File: config.mk
export PLATFORM = sky130hd
export DESIGN_NAME = fetch_sequencer
export DESIGN_NICKNAME = d
export VERILOG_FILES = /design/src/rtl/fetch_sequencer_pkg.sv /design/src/rtl/fetch_pc_gen.sv /design/src/rtl/fetch_sequencer.sv
export SDC_FILE = /design/constraint.sdc
export NUM_CORES = 1
export LEC_CHECK = 0
export CORE_AREA = 4 4 113 115
export CTS_CLUSTER_DIAMETER = 100
export DETAILED_ROUTE_END_ITERATION = 7
export DIE_AREA = 0 0 117 119
export GPL_TIMING_DRIVEN = 0
export PLACE_DENSITY = 0.85
export SLEW_MARGIN = 0
export SYNTH_ARGS = -nofsm -noshare
export SYNTH_HDL_FRONTEND = slang
export SYNTH_SLANG_ARGS = --single-unit
File: constraint.sdc
create_clock -name clk -period 4.4 [get_ports clk]
set_input_delay 0.44 -clock clk [delete_from_list [all_inputs] [get_ports clk]]
set_output_delay 0.44 -clock clk [all_outputs]
set_load 0.005 [all_outputs]
File: src/rtl/fetch_sequencer_pkg.sv
// Shared constants and types for the instruction fetch sequencer.
package fetch_sequencer_pkg;

  localparam int PC_WIDTH   = 32;
  localparam int INST_WIDTH = 32;
  localparam int PC_STEP    = 4;

  localparam logic [31:0] INST_NOP = 32'h0000_0013;

  localparam logic [1:0] FS_IDLE = 2'd0;
  localparam logic [1:0] FS_REQ  = 2'd1;
  localparam logic [1:0] FS_WAIT = 2'd2;
  localparam logic [1:0] FS_HOLD = 2'd3;

  typedef enum logic [1:0] {
    PC_HOLD     = 2'd0,
    PC_INC      = 2'd1,
    PC_REDIRECT = 2'd2
  } pc_sel_t;

endpackage

File: src/rtl/fetch_pc_gen.sv
// Program counter register with next-pc selection: hold, sequential step, or
// word-aligned redirect target.
module fetch_pc_gen
  import fetch_sequencer_pkg::*;
#(
  parameter int              PC_W     = PC_WIDTH,
  parameter logic [PC_W-1:0] RESET_PC = '0
) (
  input  logic            clk,
  input  logic            rst,
  input  pc_sel_t         sel,
  input  logic [PC_W-1:0] redirect_pc,
  output logic [PC_W-1:0] pc
);

  localparam logic [PC_W-1:0] ALIGN_MASK = ~PC_W'(3);

  logic [PC_W-1:0] pc_next;

  // The sequential step wraps naturally at the top of the address space.
  always_comb begin
    pc_next = pc;
    case (sel)
      PC_INC:      pc_next = pc + PC_W'(PC_STEP);
      PC_REDIRECT: pc_next = redirect_pc & ALIGN_MASK;
      default:     pc_next = pc;
    endcase
  end

  always_ff @(posedge clk or posedge rst) begin
    if (rst) begin
      pc <= RESET_PC;
    end else begin
      pc <= pc_next;
    end
  end

endmodule

File: src/rtl/fetch_sequencer.sv
// Instruction fetch sequencer: drives one outstanding imem request at a time,
// registers the response for decode and squashes responses from a stale path.
module fetch_sequencer
  import fetch_sequencer_pkg::*;
#(
  parameter int              PC_W     = PC_WIDTH,
  parameter int              INST_W   = INST_WIDTH,
  parameter logic [PC_W-1:0] RESET_PC = '0
) (
  input  logic              clk,
  input  logic              rst,
  input  logic              redirect_valid,
  input  logic [PC_W-1:0]   redirect_pc,
  output logic              imem_req,
  output logic [PC_W-1:0]   imem_addr,
  input  logic              imem_gnt,
  input  logic              imem_rvalid,
  input  logic [INST_W-1:0] imem_rdata,
  output logic              inst_valid,
  output logic [INST_W-1:0] inst,
  output logic [PC_W-1:0]   inst_pc,
  input  logic              inst_ready
);

  logic [1:0]      state;
  logic [1:0]      state_nxt;
  logic            kill;
  logic            kill_nxt;
  logic            load_inst;
  logic            drop_inst;
  logic            stale_ok;
  pc_sel_t         pc_sel;
  logic [PC_W-1:0] pc;
  logic [PC_W-1:0] req_pc;

  fetch_pc_gen #(
    .PC_W     (PC_W),
    .RESET_PC (RESET_PC)
  ) u_pc_gen (
    .clk         (clk),
    .rst         (rst),
    .sel         (pc_sel),
    .redirect_pc (redirect_pc),
    .pc          (pc)
  );

  assign imem_req  = (state == FS_REQ);
  assign imem_addr = pc;

  // A redirect always wins the pc, even if the request was granted this cycle.
  always_comb begin
    if (redirect_valid) begin
      pc_sel = PC_REDIRECT;
    end else if (state == FS_REQ && imem_gnt) begin
      pc_sel = PC_INC;
    end else begin
      pc_sel = PC_HOLD;
    end
  end

  always_comb begin
    state_nxt = state;
    kill_nxt  = kill;
    load_inst = 1'b0;
    drop_inst = 1'b0;
    case (state)
      FS_IDLE: begin
        state_nxt = FS_REQ;
      end
      FS_REQ: begin
        if (imem_gnt) begin
          state_nxt = FS_WAIT;
          if (redirect_valid) begin
            kill_nxt = 1'b1;
          end
        end
      end
      FS_WAIT: begin
        if (imem_rvalid) begin
          kill_nxt = 1'b0;
          if (kill || redirect_valid) begin
            state_nxt = FS_REQ;
          end else begin
            load_inst = 1'b1;
            state_nxt = FS_HOLD;
          end
        end else if (redirect_valid) begin
          kill_nxt = 1'b1;
        end
      end
      FS_HOLD: begin
        // Decode flushes on redirect, so an accept in the same cycle is moot.
        if (inst_ready || redirect_valid) begin
          drop_inst = 1'b1;
          state_nxt = FS_REQ;
        end
      end
      default: begin
        state_nxt = FS_IDLE;
      end
    endcase
  end

  always_ff @(posedge clk or posedge rst) begin
    if (rst) begin
      state <= FS_IDLE;
      kill  <= 1'b0;
    end else begin
      state <= state_nxt;
      kill  <= kill_nxt;
    end
  end

  always_ff @(posedge clk or posedge rst) begin
    if (rst) begin
      req_pc <= '0;
    end else if (state == FS_REQ && imem_gnt) begin
      req_pc <= pc;
    end
  end

  always_ff @(posedge clk or posedge rst) begin
    if (rst) begin
      inst_valid <= 1'b0;
      inst       <= '0;
      inst_pc    <= '0;
    end else if (load_inst) begin
      inst_valid <= 1'b1;
      inst       <= imem_rdata;
      inst_pc    <= req_pc;
    end else if (drop_inst) begin
      inst_valid <= 1'b0;
    end
  end

  // A response still in flight across a reset may legally land before the
  // first new grant; outside that window rvalid must only come in WAIT.
  always_ff @(posedge clk or posedge rst) begin
    if (rst) begin
      stale_ok <= 1'b1;
    end else if (imem_req && imem_gnt) begin
      stale_ok <= 1'b0;
    end
  end

  rvalid_only_in_wait: assert property (@(posedge clk) disable iff (rst)
    imem_rvalid |-> (state == FS_WAIT || stale_ok));

endmodule
# [After elaboration in Yosys (flattened, before gate mapping)]
# Index checks and enable logic that the tools add are counted.
[classes] eq_ne=8 n_addsub=1 magnitude_cmp=0 n_mul=0 bitwise=0 muxes=19 n_reduce_logical=9 n_div=0 shifts=0
[ops] cell="$pmux W32 S2" n=1
[ops] cell="$add A32 B3 Y32 const B" n=1
[ops] cell="$mux W1" n=11
[ops] cell="$mux W2" n=5
[ops] cell="$pmux W2 S4" n=1
[ops] cell="$eq A2 B2 Y1 const B" n=3
[ops] cell="$reduce_bool A2 Y1" n=3
[ops] cell="$eq A2 B1 Y1 const B" n=2
[ops] cell="$ne A2 B2 Y1 const B" n=2
[ops] cell="$reduce_and A3 Y1" n=1
[ops] cell="$logic_not A2 Y1" n=1
[ops] cell="$logic_or A1 B1 Y1" n=2
[ops] cell="$ne A2 B1 Y1 const B" n=1
[ops] cell="$pmux W1 S2" n=1
[ops] cell="$reduce_and A2 Y1" n=1
[ops] cell="$logic_and A1 B1 Y1" n=1
[totals] mem_bits_rw=0 in_bits=70 latch_bits=0 memories=0 elab_cells=44 output_inout_bits=98 rom_bits=0 ff_bits=132

# [Depth between registers and ports, before layout]
[depth] word_depth=6 depth_mapped=8 depth_no_buf=6

# [By module]
# From an unflattened synthesis, not the netlist that was laid out.
[hier_totals] hier_cells=479 hier_area_um2=5906.9
[modules_own_cells] mod="fetch_sequencer" n_inst=1 cells_per_inst=231 seq_area_each_um2=2502.4 area_each_um2=3853.7
[modules_own_cells] mod="fetch_pc_gen" n_inst=1 cells_per_inst=248 seq_area_each_um2=750.7 area_each_um2=2053.2

# [Least setup slack after synthesis]
# No wires, ideal clock.
[synth_timing] kind="register to register" start="register state[1]" end="register u_pc_gen.pc[21]" stages_incl_launch_ff=8 t_required_ps=4318 arrival_ps=1917 setup_ps=82 synth_period_minus_slack_ps=1999 setup_slack_ps=2401 n_path_buf=1 path_cell_list="dfrtp_1 -> inv_1 -> ha_1 -> nand4_2 -> or2_1 -> buf_6 -> or4_1 -> a31oi_1"
[synth_between] elab_chain_cells=6 elab_cells_between_ends=8 classes_between="eq/ne (3); mux (3); reduce/logical (2)"
[synth_rtl] item="from (decl)" line="fetch_sequencer.sv:25" text="logic [1:0] state;"
[synth_rtl] item="from (signal assigned)" line="fetch_sequencer.sv:109" text="state <= state_nxt;"
[synth_rtl] item="$eq A2 B1 Y1 (*)"
[synth_rtl] item="via imem_req" line="fetch_sequencer.sv:14" text="output logic imem_req,"
[synth_rtl] item="$logic_and A1 B1 Y1 (*)"
[synth_rtl] item="$mux W1 (*)" line="fetch_sequencer.sv:54" text="end else if (state == FS_REQ && imem_gnt) begin"
[synth_rtl] item="$mux W2 (*)" line="fetch_sequencer.sv:52" text="if (redirect_valid) begin"
[synth_rtl] item="$eq A2 B2 Y1 / $eq A2 B1 Y1 (equally long branches)" line="fetch_pc_gen.sv:23" text="case (sel)"
[synth_rtl] item="$pmux W32 S2 / $reduce_bool A2 Y1 (equally long branches)"
[synth_rtl] item="to (signal assigned)" line="fetch_pc_gen.sv:34" text="pc <= pc_next;"
[synth_rtl] item="to (decl)" line="fetch_pc_gen.sv:13" text="output logic [PC_W-1:0] pc"
# The timed path passes the listed nets; every way through them passes the cells marked *.
# A chain may end at the register's enable or synchronous reset.

# [Worst setup path after layout]
[layout_timing] start="register state[0]" end="register inst_pc[4]"
[layout_between] elab_chain_cells=2
[layout_rtl] item="$eq A2 B2 Y1" line="fetch_sequencer.sv:66" text="case (state)"
[layout_rtl] item="$mux W1" line="fetch_sequencer.sv:66"
[layout_rtl] item="to (signal assigned)" line="fetch_sequencer.sv:130" text="inst_pc <= req_pc;"
[layout_rtl] item="to (decl)" line="fetch_sequencer.sv:21" text="output logic [PC_W-1:0] inst_pc,"
# No other way between the ends.

==> out/qor.txt <==
FINAL LAYOUT
------------------------------------------------------------------------------------
Final-stage net count                                                            699
Layout overhead on the synthesized area                                       43.70%
Commonest non-fill, non-tap cell in the layout                          sky130_fd_sc_hd__clkdlybuf4s50_1
Proportion of layout cells with a drive suffix above 1                        0.2182
Antenna Cells                                                                      0
Commonest cells after routing, fill and taps aside                      161 x sky130_fd_sc_hd__clkdlybuf4s50_1, 126 x sky130_fd_sc_hd__dfrtp_1, 86 x sky130_fd_sc_hd__mux2_2
Count of filler cells inserted in the layout                                     915

FLOORPLAN
------------------------------------------------------------------------------------
Total number of placement rows                                                    40
Core outline area                                                        11,810 um^2
Die span in x                                                                 117 um
Height of the chip                                                            119 um
DIE AREA                                                                 13,920 um^2
Top Ports                                                                        168
Starting density of the core                                                  0.4630

LOGIC SYNTHESIS
------------------------------------------------------------------------------------
Warning count from the yosys run                                                   0
Synth Area per Inst                                                       12.40 um^2
Synthesized cell area                                                      5469 um^2
#FFs+latches synth                                                               126
Number of instances in the synthesized netlist                                   441
Unique masters post-synth                                                         42
Synth async-reset ratio                                                        1.000
Register area share after synthesis                                           0.5765
Number of synthesized flops with an enable pin                                     0
Leading register cell type out of synthesis                             sky130_fd_sc_hd__dfrtp_1

PLACED DESIGN
------------------------------------------------------------------------------------
Half-perimeter wire length of the detailed placement result                10,090 um
Count of input and output buffers                                                161
Weighted congestion at the end of routability-driven global placement         0.8426

CRITICAL PATH
------------------------------------------------------------------------------------
CP Class                                                                flip-flop to flip-flop
Chain of cells forming the critical path                                inv_1, ha_1, nand2_1, nor3_2, clkbuf_1, mux2_2
CP Launch Type                                                             flip-flop
CP max stage cell                                                       sky130_fd_sc_hd__clkbuf_1
Worst path arrival time                                                      2.76 ns
Delay contributed by the slowest stage of the critical path                  0.57 ns
Top fanout value on the critical path                                             10
Critical path data required time                                             4.69 ns
Nature of the critical path endpoint                                       flip-flop

POWER AND IR DROP
------------------------------------------------------------------------------------
Lkg Pwr                                                                     3.319 nW
Combinational fraction of design power                                         0.311
Net Sw Power                                                                1.224 mW
Pint                                                                        3.374 mW
Fraction of power spent switching nets                                        0.2662
Flop pwr share                                                                 0.409
Power Density                                                           585.1 nW/um^2
Peak supply drop                                                           0.2894 mV
Part of the power in the clock network                                         0.280

TIMING
------------------------------------------------------------------------------------
Post-route clock period utilization                                           0.5615
Maximum frequency from static timing analysis                             0.4047 GHz
Final setup viols                                                                  0
Transition time at the pin with the least slew margin                      0.7057 ns
Fin Clk Skew                                                             0.007209 ns
Total count of max-transition violations in the final report                       0
Number of failing hold endpoints at the final stage                                0
Worst-case headroom to the max-slew limit                                     0.5270
Setup TNS after final layout                                                    0 ns
Fin Hold WS                                                                0.3836 ns
Final critical path time including I/O delays and setup                     2.471 ns
Setup repair after global routing missed its margin                               no

CLOCK TREE
------------------------------------------------------------------------------------
CTS sink count                                                                   126
Buffer count from post-CTS setup fixing                                            0
Number of buffers inserted during clock tree synthesis                            17
Clk slew on worst S/H paths                                                  0.06 ns
TritonCTS clock tree                                                             yes
Cell chosen for the clock root                                          sky130_fd_sc_hd__clkbuf_16
Post-CTS sizing                                                                    0
Clk Latency, worst-skew pair                                                 0.40 ns
Count of hold-fix buffers inserted at cts                                          0
Clk buf depth                                                                      2
H-tree level count                                                                 4

DETAILED ROUTING
------------------------------------------------------------------------------------
DR WL/cell                                                                  17.74 um
Vias per cell                                                                  5.384
Drt drc                                                                            0
Antenna Violating Nets Remaining                                                   0
DR vias                                                                        4,221
Violation count after the first detailed-route iteration                         242
Final routed wirelength across all metal layers                            13,910 um
First-pass DRT Iterations                                                          4

GLOBAL ROUTING
------------------------------------------------------------------------------------
Vias in the first global route                                                 4,371
First-pass GRT wire length                                                 22,220 um
Maximum number of pins on one net before global-route repair                      95
Global routing usage summed across all routing layers                         0.2034
Total grt overflow                                                                 0
Antenna violations before repair                                                   0

WORST HOLD PATH
------------------------------------------------------------------------------------
Worst min-delay path category                                           input port to async pin

RUN
------------------------------------------------------------------------------------
Number of max-cap violations                                                       0

OUTCOME
------------------------------------------------------------------------------------
Outcome                                                                 finished, final reports clean

==> cells in the mapped netlist (3+ instances only) <==
cell type | number | area [um^2]
sky130_fd_sc_hd__inv_1 | 11 | 41.29
sky130_fd_sc_hd__or4_1 | 14 | 105.1
sky130_fd_sc_hd__xnor2_1 | 9 | 78.83
sky130_fd_sc_hd__nor2_1 | 16 | 60.06
sky130_fd_sc_hd__dfrtp_1 | 126 | 3153
sky130_fd_sc_hd__o21ai_0 | 23 | 115.1
sky130_fd_sc_hd__nand2_1 | 32 | 120.1
sky130_fd_sc_hd__clkbuf_1 | 11 | 41.29
sky130_fd_sc_hd__nor4_1 | 6 | 37.54
sky130_fd_sc_hd__buf_2 | 9 | 45.04
sky130_fd_sc_hd__and3_1 | 4 | 25.02
sky130_fd_sc_hd__xor2_1 | 3 | 26.28
sky130_fd_sc_hd__nand4_1 | 9 | 56.30
sky130_fd_sc_hd__ha_1 | 4 | 50.05
sky130_fd_sc_hd__buf_4 | 4 | 30.03
sky130_fd_sc_hd__o31ai_1 | 11 | 82.58
sky130_fd_sc_hd__mux2_2 | 86 | 968.4
sky130_fd_sc_hd__a21oi_1 | 4 | 20.02
sky130_fd_sc_hd__nand3_1 | 10 | 50.05
sky130_fd_sc_hd__nor3_1 | 4 | 20.02
sky130_fd_sc_hd__a31oi_1 | 12 | 75.07
sky130_fd_sc_hd__o31a_1 | 4 | 35.03
==> metrics by stage <==
| stage | utilization | area (um^2) | worst slack [ns] | std cells | power [mW] |
|---|---|---|---|---|---|
| finish | 0.6654 | 7859 | 1.929 | 784 | 4.598 |
| global route | 0.6654 | 7859 | 1.693 | 784 | 4.873 |
| CTS | 0.6654 | 7859 | 1.833 | 784 | 4.650 |
| detailed placement | 0.6188 | 7308 | 1.543 | 753 | 3.348 |
| global placement | 0.6160 | 7276 | -0.9261 | 752 | 3.276 |
| floorplan | - | 5480 | 0.6041 | 444 | 2.475 |
==> sequential cells by signal, summed over array words and instances, names as in the netlist <==
| register | cells |
|---|---|
| inst | 32 |
| inst_pc | 30 |
| inst_valid | 1 |
| kill | 1 |
| req_pc | 30 |
| state | 2 |
| u_pc_gen.pc | 30 |
==> worst max-delay path, delay by kind of cell, from the launching register on <==
kind	cells	cell delay, ns
adder cells (fa/ha/maj)	1	0.22
buffers and inverters	2	0.66
multiplexers	1	0.42
AND/OR/NAND/NOR	2	0.65
flip-flops	1	0.40
==> cells by family after synthesis <==
kind of cell               after synthesis  synth area share
muxes                                   88            0.1807
xor gates and xnor gates                12           0.01922
AOI/OAI and AO/OA                       59           0.06772
other                                    1         0.0006857
DFF                                    126            0.5765
and+or+nand+nor                        113            0.1137
buffers and inverters                   38           0.03226
adders and majority gates                4          0.009152
==> power groups by stage <==
stage	Clock [mW]	Sequential [mW]	Combinational [mW]
2_1_floorplan	0	1.87	0.607
3_3_place_gp	0	1.87	1.41
3_5_place_dp	0	1.90	1.45
4_1_cts	1.31	1.88	1.46
5_1_grt	1.37	1.94	1.56
6_report	1.29	1.88	1.43
==> final timing paths <==
kind	from	endpoint	slack, ns	depth (start not counted)
worst max-delay path	state[0]$_DFFE_PP0P_	inst_pc[4]$_DFFE_PP0P_	1.93	6
worst min-delay path	rst	inst[11]$_DFFE_PP0P_	0.38	2
worst max register to register	state[0]$_DFFE_PP0P_	inst_pc[4]$_DFFE_PP0P_	1.93	6
worst min register to register	req_pc[27]$_DFFE_PP0P_	req_pc[27]$_DFFE_PP0P_	0.48	2
max in group asynchronous	rst	inst_pc[7]$_DFFE_PP0P_	3.26	3
min in group clk	req_pc[27]$_DFFE_PP0P_	req_pc[27]$_DFFE_PP0P_	0.48	2
==> layer usage <==
metal	vias to the layer above	GRT usage	routed length (um)
li1	1963	-	-
met1	2066	0.2621	5792
met2	174	0.3371	6984
met3	18	0.04929	939
met4	0	0.06308	191
met5	-	0	0
==> area by class of cell <==
class / instances / area [um^2] / area share
clock inverter: 10 / 90.09 / 0.01146
inverter: 12 / 50.05 / 0.006368
clock buffer: 21 / 460.4 / 0.05859
timing repair buffer: 162 / 1639 / 0.2086
tap: 147 / 183.9 / 0.02340
buffer: 26 / 131.4 / 0.01672
multi-input combinational: 280 / 2151 / 0.2737
sequential: 126 / 3153 / 0.4012
Note: power is estimated with default switching activity, not from simulation.
